[config.mk]
export PLATFORM = sky130hd
export DESIGN_NAME = alu_share_ctrl
export DESIGN_NICKNAME = d
export VERILOG_FILES = /design/src/rtl/alu_share_ctrl.sv
export SDC_FILE = /design/constraint.sdc
export NUM_CORES = 1
export LEC_CHECK = 0
export ABC_AREA = 1
export BUFFER_PORTS_ARGS = -buffer_cell sky130_fd_sc_hd__clkbuf_2
export CAP_MARGIN = 30
export CORE_MARGIN = 3
export CORE_UTILIZATION = 45
export CTS_CLUSTER_DIAMETER = 100
export DETAILED_ROUTE_END_ITERATION = 10
export PLACE_DENSITY = 0.75
export RECOVER_POWER = 25
export SLEW_MARGIN = 20
export SYNTH_ARGS = -nofsm -noshare
export SYNTH_HDL_FRONTEND = slang
export SYNTH_SLANG_ARGS = --single-unit
[constraint.sdc]
create_clock -name clk -period 4 [get_ports clk]
set_clock_uncertainty 0.15 [all_clocks]
set_input_delay 0.4 -clock clk [delete_from_list [all_inputs] [get_ports clk]]
set_output_delay 0.4 -clock clk [all_outputs]
set_load 0.05 [all_outputs]
[src/rtl/alu_share_ctrl.sv]
// Shared 64-bit Y86 ALU: round-robin arbiter over two requesters, a three-state
// IDLE/EXEC/RESP sequencer, a registered response bus and the ZF/SF/OF flags.

module alu_share_alu (
  input  logic [3:0]  fun,
  input  logic [63:0] a,
  input  logic [63:0] b,
  output logic [63:0] result,
  output logic        err,
  output logic        zf,
  output logic        sf,
  output logic        of
);
  always_comb begin
    result = '0;
    err    = 1'b0;
    of     = 1'b0;
    case (fun)
      4'd0: begin
        result = a + b;
        of     = (a[63] == b[63]) && (result[63] != a[63]);
      end
      // Y86 subq computes valB - valA
      4'd1: begin
        result = b - a;
        of     = (a[63] != b[63]) && (result[63] != b[63]);
      end
      4'd2:    result = a & b;
      4'd3:    result = a ^ b;
      default: err = 1'b1;
    endcase
    zf = (result == 64'd0);
    sf = result[63];
  end
endmodule

module alu_share_ctrl (
  input  logic        clk,
  input  logic        rst_n,
  input  logic        req0_valid,
  output logic        req0_ready,
  input  logic [3:0]  req0_fun,
  input  logic [63:0] req0_a,
  input  logic [63:0] req0_b,
  input  logic        req0_setcc,
  input  logic        req1_valid,
  output logic        req1_ready,
  input  logic [3:0]  req1_fun,
  input  logic [63:0] req1_a,
  input  logic [63:0] req1_b,
  input  logic        req1_setcc,
  output logic        resp_valid,
  input  logic        resp_ready,
  output logic        resp_id,
  output logic [63:0] resp_result,
  output logic        resp_err,
  output logic        cc_zf,
  output logic        cc_sf,
  output logic        cc_of
);
  typedef enum logic [1:0] {IDLE, EXEC, RESP} state_t;

  typedef struct packed {
    logic [3:0]  fun;
    logic [63:0] a;
    logic [63:0] b;
    logic        setcc;
    logic        id;
  } req_t;

  state_t      state, state_nxt;
  req_t        cur;
  logic        rr_ptr;
  logic        grant0, grant1, fire;
  logic [63:0] alu_result;
  logic        alu_err, alu_zf, alu_sf, alu_of;

  alu_share_alu u_alu (
    .fun    (cur.fun),
    .a      (cur.a),
    .b      (cur.b),
    .result (alu_result),
    .err    (alu_err),
    .zf     (alu_zf),
    .sf     (alu_sf),
    .of     (alu_of)
  );

  // rr_ptr only breaks ties; a lone valid port always wins
  always_comb begin
    grant0     = req0_valid && (!req1_valid || !rr_ptr);
    grant1     = req1_valid && (!req0_valid || rr_ptr);
    req0_ready = rst_n && (state == IDLE) && grant0;
    req1_ready = rst_n && (state == IDLE) && grant1;
    fire       = req0_ready || req1_ready;
    state_nxt  = state;
    case (state)
      IDLE:    if (fire) state_nxt = EXEC;
      EXEC:    state_nxt = RESP;
      RESP:    if (resp_ready) state_nxt = IDLE;
      default: state_nxt = IDLE;
    endcase
  end

  assign resp_valid = (state == RESP);

  always_ff @(posedge clk or negedge rst_n) begin
    if (!rst_n) state <= IDLE;
    else        state <= state_nxt;
  end

  always_ff @(posedge clk or negedge rst_n) begin
    if (!rst_n) begin
      cur         <= '0;
      rr_ptr      <= 1'b0;
      resp_id     <= 1'b0;
      resp_result <= '0;
      resp_err    <= 1'b0;
      cc_zf       <= 1'b1;
      cc_sf       <= 1'b0;
      cc_of       <= 1'b0;
    end else begin
      if (fire) begin
        cur    <= grant0 ? {req0_fun, req0_a, req0_b, req0_setcc, 1'b0}
                         : {req1_fun, req1_a, req1_b, req1_setcc, 1'b1};
        rr_ptr <= grant0;
      end
      if (state == EXEC) begin
        resp_result <= alu_result;
        resp_err    <= alu_err;
        resp_id     <= cur.id;
        if (cur.setcc && !alu_err) begin
          cc_zf <= alu_zf;
          cc_sf <= alu_sf;
          cc_of <= alu_of;
        end
      end
    end
  end
endmodule
## Yosys cells after proc, flatten, opt, wreduce, memory -nomap -nowiden

Index checks and enable logic that the tools add are counted.

- Bitwise gates (word level): 2
- Add/subtract/negate cells: 2
- Reduce and logical (&&, ||, !) cells: 20
- Muxes and demuxes: 7
- Equality and inequality tests: 11

Operator list:

| kind | number |
|---|---|
| 64-bit case mux with 4 select lines | 1 |
| 134-bit two-way mux | 1 |
| 64-bit adder | 1 |
| 64-bit bitwise AND | 1 |
| 64-bit zero test | 1 |
| 64-bit subtractor | 1 |
| 64-bit bitwise XOR | 1 |
| 4-bit by 2-bit == test with 1-bit output (second input constant) | 2 |
| 1-bit logical AND | 8 |
| 2-bit case mux with 3 select lines | 1 |
| 4-bit by 1-bit == test with 1-bit output (second input constant) | 1 |
| 4-bit zero test | 1 |
| 2-bit two-way mux | 2 |
| 2-bit AND reduction | 2 |
| 4-bit OR reduction | 1 |
| 1-bit zero test | 3 |
| 1-bit logical OR | 3 |
| 1-bit inequality test | 3 |
| 2-bit by 1-bit == test with 1-bit output (second input constant) | 1 |
| 2-bit == test (second input constant) | 1 |
| 2-bit zero test | 1 |
| 2-bit by 1-bit inequality test with 1-bit output (second input constant) | 1 |
| 2-bit inequality test (second input constant) | 1 |
| 1-bit case mux with 2 select lines | 1 |
| other kinds (2) | 2 |

- Bits of input ports: 271
- Register bits after elaboration: 206

## Longest topological paths before layout

- Depth in word-level cells: 7
- Depth in mapped cells: 25
- Depth with buffers taken out: 24

## Cells and area by module

From an unflattened synthesis, not the netlist that was laid out.

- Cells, all modules: 4,387
- Area total of the unflattened synthesis: 23,953.0 µm²

Modules (own cells, without submodules):

| module | sequential area each (µm²) | cells an instance | instances | area each (µm²) |
|---|---|---|---|---|
| alu_share_alu | 0.0 | 3,065 | 1 | 14,322.5 |
| alu_share_ctrl | 5,156.2 | 1,322 | 1 | 9,630.5 |

## Least setup slack after synthesis

Ideal clock, no wire load.

- Path kind: register to register
- From: reg cur[66] in the netlist's numbering
- To: reg cc_zf
- Period minus slack after synthesis: 2,513 ps
- Setup slack: 1,487 ps
- Data arrival time: 2,302 ps
- Cell stages (with the launch flop): 23
- Library setup time: 60 ps
- Cells stage by stage: dfrtp_1 > ha_1 > inv_1 > fa_1 > inv_1 > nand3_1 > nor2_1 > nor2_2 > nand2_2 > nand2_1 > nand2_2 > nand2_1 > nand2_1 > nor2_1 > nor2_1 > nand3_1 > nor2_1 > nand2_1 > nor2_1 > nand2_1 > nor2_1 > nand3_1 > nand2_1

- Cells in the longest elaborated chain, start to end: 3
- Elaborated cells between the ends (all ways): 6

Ends and longest elaborated chain:

| element | line | text |
|---|---|---|
| from (decl) | 72 | `req_t cur;` |
| from (signal assigned) | 124 | `cur <= grant0 ? {req0_fun, req0_a, req0_b, req0_setcc, 1'b0}` |
| 64-bit subtractor, or another cell as far along | 25 | `result = b - a;` |
| 64-bit case mux with 4 select lines * | 18 | `case (fun)` |
| 64-bit zero test * | 32 | `zf = (result == 64'd0);` |
| to (signal assigned) | 133 | `cc_zf <= alu_zf;` |
| to (decl) | 57 | `output logic cc_zf,` |

Mark *: on every way between the ends. The rest lies on a longest branch, timed or not.
A chain may end at the register's enable or synchronous reset.

## Final worst setup path

- From: reg cur[16] in the netlist's numbering
- To: reg cc_zf

Same word-level chain as after synthesis.

==> metrics.yaml <==
async_flop_share_pct: 100
worst_pin_slew_ns: 0.955
reg2reg_setup_slack_ns: 0.23
drt_iter0_drc: 3440
final_core_util_pct: 57.3
crit_required_ns: 4.34
grt_pass1_wl_mm: 148
final-hold-violation-count: 0
ctsLongestPathBuffers: 3
post_drt_via_cell_ratio: 5.47
design.core.area_um2: 47900
worstHoldPathCells: 3
layout_common_cells: "1257 x nand2_1, 624 x inv_1, 307 x clkbuf_2"
grt_pass1_vias: 24900
hold_start: "req0_a[41]"
syn-num-nets: 4097
antenna_found_initial: 1
cts_tree: "yes"
rsz0062_at_grt: "false"
clockRootBuffer: "clkbuf_16"
synth_top_area_share_pct: 23.4
numPortBuffers: 342
fp.dieW_um: 227
place.gp.congestion: 1.12
post_cts_buffers: 0
rr_startpoint: "cur[16]"
area_growth_pct: 25.5
dp.final_hpwl_mm: 76.6
start_kind: "register"
finalMaxSlewViolations: 0
finalSetupTns_ns: 0
dieArea_um2: 51300
cts.sinks: 206
numCtsBuffers: 24
die_h_um: 227
synth_ff_type: "dfrtp_1"
ant_nets: 0
drcViolationCount: 0
pin_count: 343
period_share_pct: 94.2
status: "finished clean"
r2r-end: "cc_zf"
mostFrequentLayoutCell: "nand2_1"
crit_type: "reg -> reg"
drive_above_1_share_pct: 13.8
fin_area_um2: 27500
whs_endpoint: "cur[107]"
relSlewSlack_pct: 36.3
dr.pass1.iters: 6
syn_area_um2: 21900
p_per_area_nw_per_um2: 996
finalNetCount: 4645
crit_arrival_ns: 4.10
hold_path.class: "in -> reg"
num_vias: 26700
wl_per_cell_um: 20.7
grt_max_degree: 95
grtUsageTotal_pct: 38.0
path_clk_slew_ns: 0.06
routed_wirelength_mm: 101
synth_edf_count: 0
fin_crit_ns: 3.77
clk_latency_ns: 0.56
syn_avg_cell_area_um2: 5.93
synth-seq-cells: 206
cap_violations: 0
ir_worst_vdd_uv: 417
fmax_mhz: 265
r2r_cells: 19
ys_top_cells_by_area: "dfrtp_1 23%, nand2_1 22%, inv_1 11%"
whs_ns: 0.0229
placementRows: 80
synth_warnings: 0
overflow: 0
p_leak_nw: 14.7
setup_viol: 0
endpoint_kind: "register"
syn_inst: 3696
start_util_pct: 45.7
yosysTopAreaCell: "dfrtp_1"
htree_num_levels: 1
synth-seq-area-share_pct: 23.5
ys_types: 42
cp_max_fo: 10
placed_area_um2: 24000
-- kinds of logic (layout without fill, tap and decap cells) --
| kind of cell | after synthesis | after routing | share of synthesized area [%] |
|---|---|---|---|
| XOR/XNOR | 2 | 2 | 0.0800 |
| flip-flops | 206 | 206 | 23.5 |
| AO/OA/AOI/OAI | 532 | 532 | 14.4 |
| adder cells (fa/ha/maj) | 130 | 130 | 7.50 |
| buffers and inverters | 803 | 1368 | 15.2 |
| other | 0 | 1 | 0 |
| AND/OR/NAND/NOR | 2023 | 2023 | 39.3 |
-- synthesized netlist by cell type (all sizes together) (26+ instances only) --
master,n
a21oi,136
a22oi,129
buf,92
clkbuf,48
dfrtp,205
ha,128
inv,659
nand2,1290
nand3,281
nand3b,26
nand4,29
nor2,363
o21ai,182
o22ai,57
-- per-layer routing --
layer | share of wire [%] | up-vias | GRT usage (%)
met3 | 11 | 219 | 8.31
met1 | 42 | 12200 | 53.4
met4 | 3.6 | 0 | 11.8
met2 | 43 | 1544 | 58.4
li1 | - | 12700 | -
met5 | 0 | - | 0
-- power by group --
group / switching [mW] / internal (mW)
registers: 0.636 / 2.91
clock network: 0.927 / 1.46
logic: 15.4 / 6.02
total: 17.0 / 10.4
-- flip-flops by register name, summed over array words and instances, names as in the netlist --
register     cells
resp_id          1
rr_ptr           1
resp_result     64
cur            134
cc_sf            1
cc_of            1
state            2
cc_zf            1
resp_err         1
-- how the worst max path moves through the flow --
stage	startpoint	to	slack, ns	cells past startpoint
after floorplan	cur[66]	cc_zf	1.49	22
after global placement	cur[47]	cc_zf	0.17	14
after detailed placement	cur[47]	cc_zf	0.29	14
after CTS	cur[47]	cc_zf	0.26	14
after global routing	cur[8]	cc_zf	0.05	19
final	cur[16]	cc_zf	0.23	19
-- area by class of cell --
| cell class | count | area (um2) |
|---|---|---|
| diodes | 1 | 2.50 |
| repair buffers | 662 | 4760 |
| fillers | 4715 | 20500 |
| clock buffers | 33 | 696 |
| multi-input cells | 2687 | 13400 |
| well taps | 615 | 769 |
| inverters | 663 | 2490 |
| clock inverters | 10 | 150 |
| flip-flops and latches | 206 | 5160 |
-- what timing repair did --
action                                  in CTS  in global routing
endpoints found under the hold margin      177                  0
endpoints found under the setup margin       0                  1
resized for setup                            0                  2
hold buffers                               263                  0
-- per-stage QoR --
| stage | std cells | setup WS [ns] | power (mW) |
|---|---|---|---|
| floorplan | 3696 | 1.49 | 17.4 |
| global placement | 4570 | 0.167 | 23.5 |
| detailed placement | 4570 | 0.291 | 23.5 |
| CTS | 4876 | 0.261 | 26.4 |
| global route | 4876 | 0.0528 | 29.3 |
| finish | 4877 | 0.232 | 27.4 |
-- worst max-delay path: stages (launching register included) --
cell and delay (ns):
dfrtp_1 0.40, ha_1 0.62, nand2_1 0.18, nor2_1 0.22, nand2_1 0.19, nor2_1 0.12, nand2_1 0.14, nand3_2 0.17
nand2_1 0.07, nand3_1 0.07, nand2_1 0.09, nor2_1 0.38, nand3_1 0.14, nor2_1 0.24, nand2_1 0.07, nor2_1 0.09
nand2_1 0.09, nor2_1 0.10, nand3_1 0.07, nand2_1 0.06
Power figures use the tool's default switching activity.
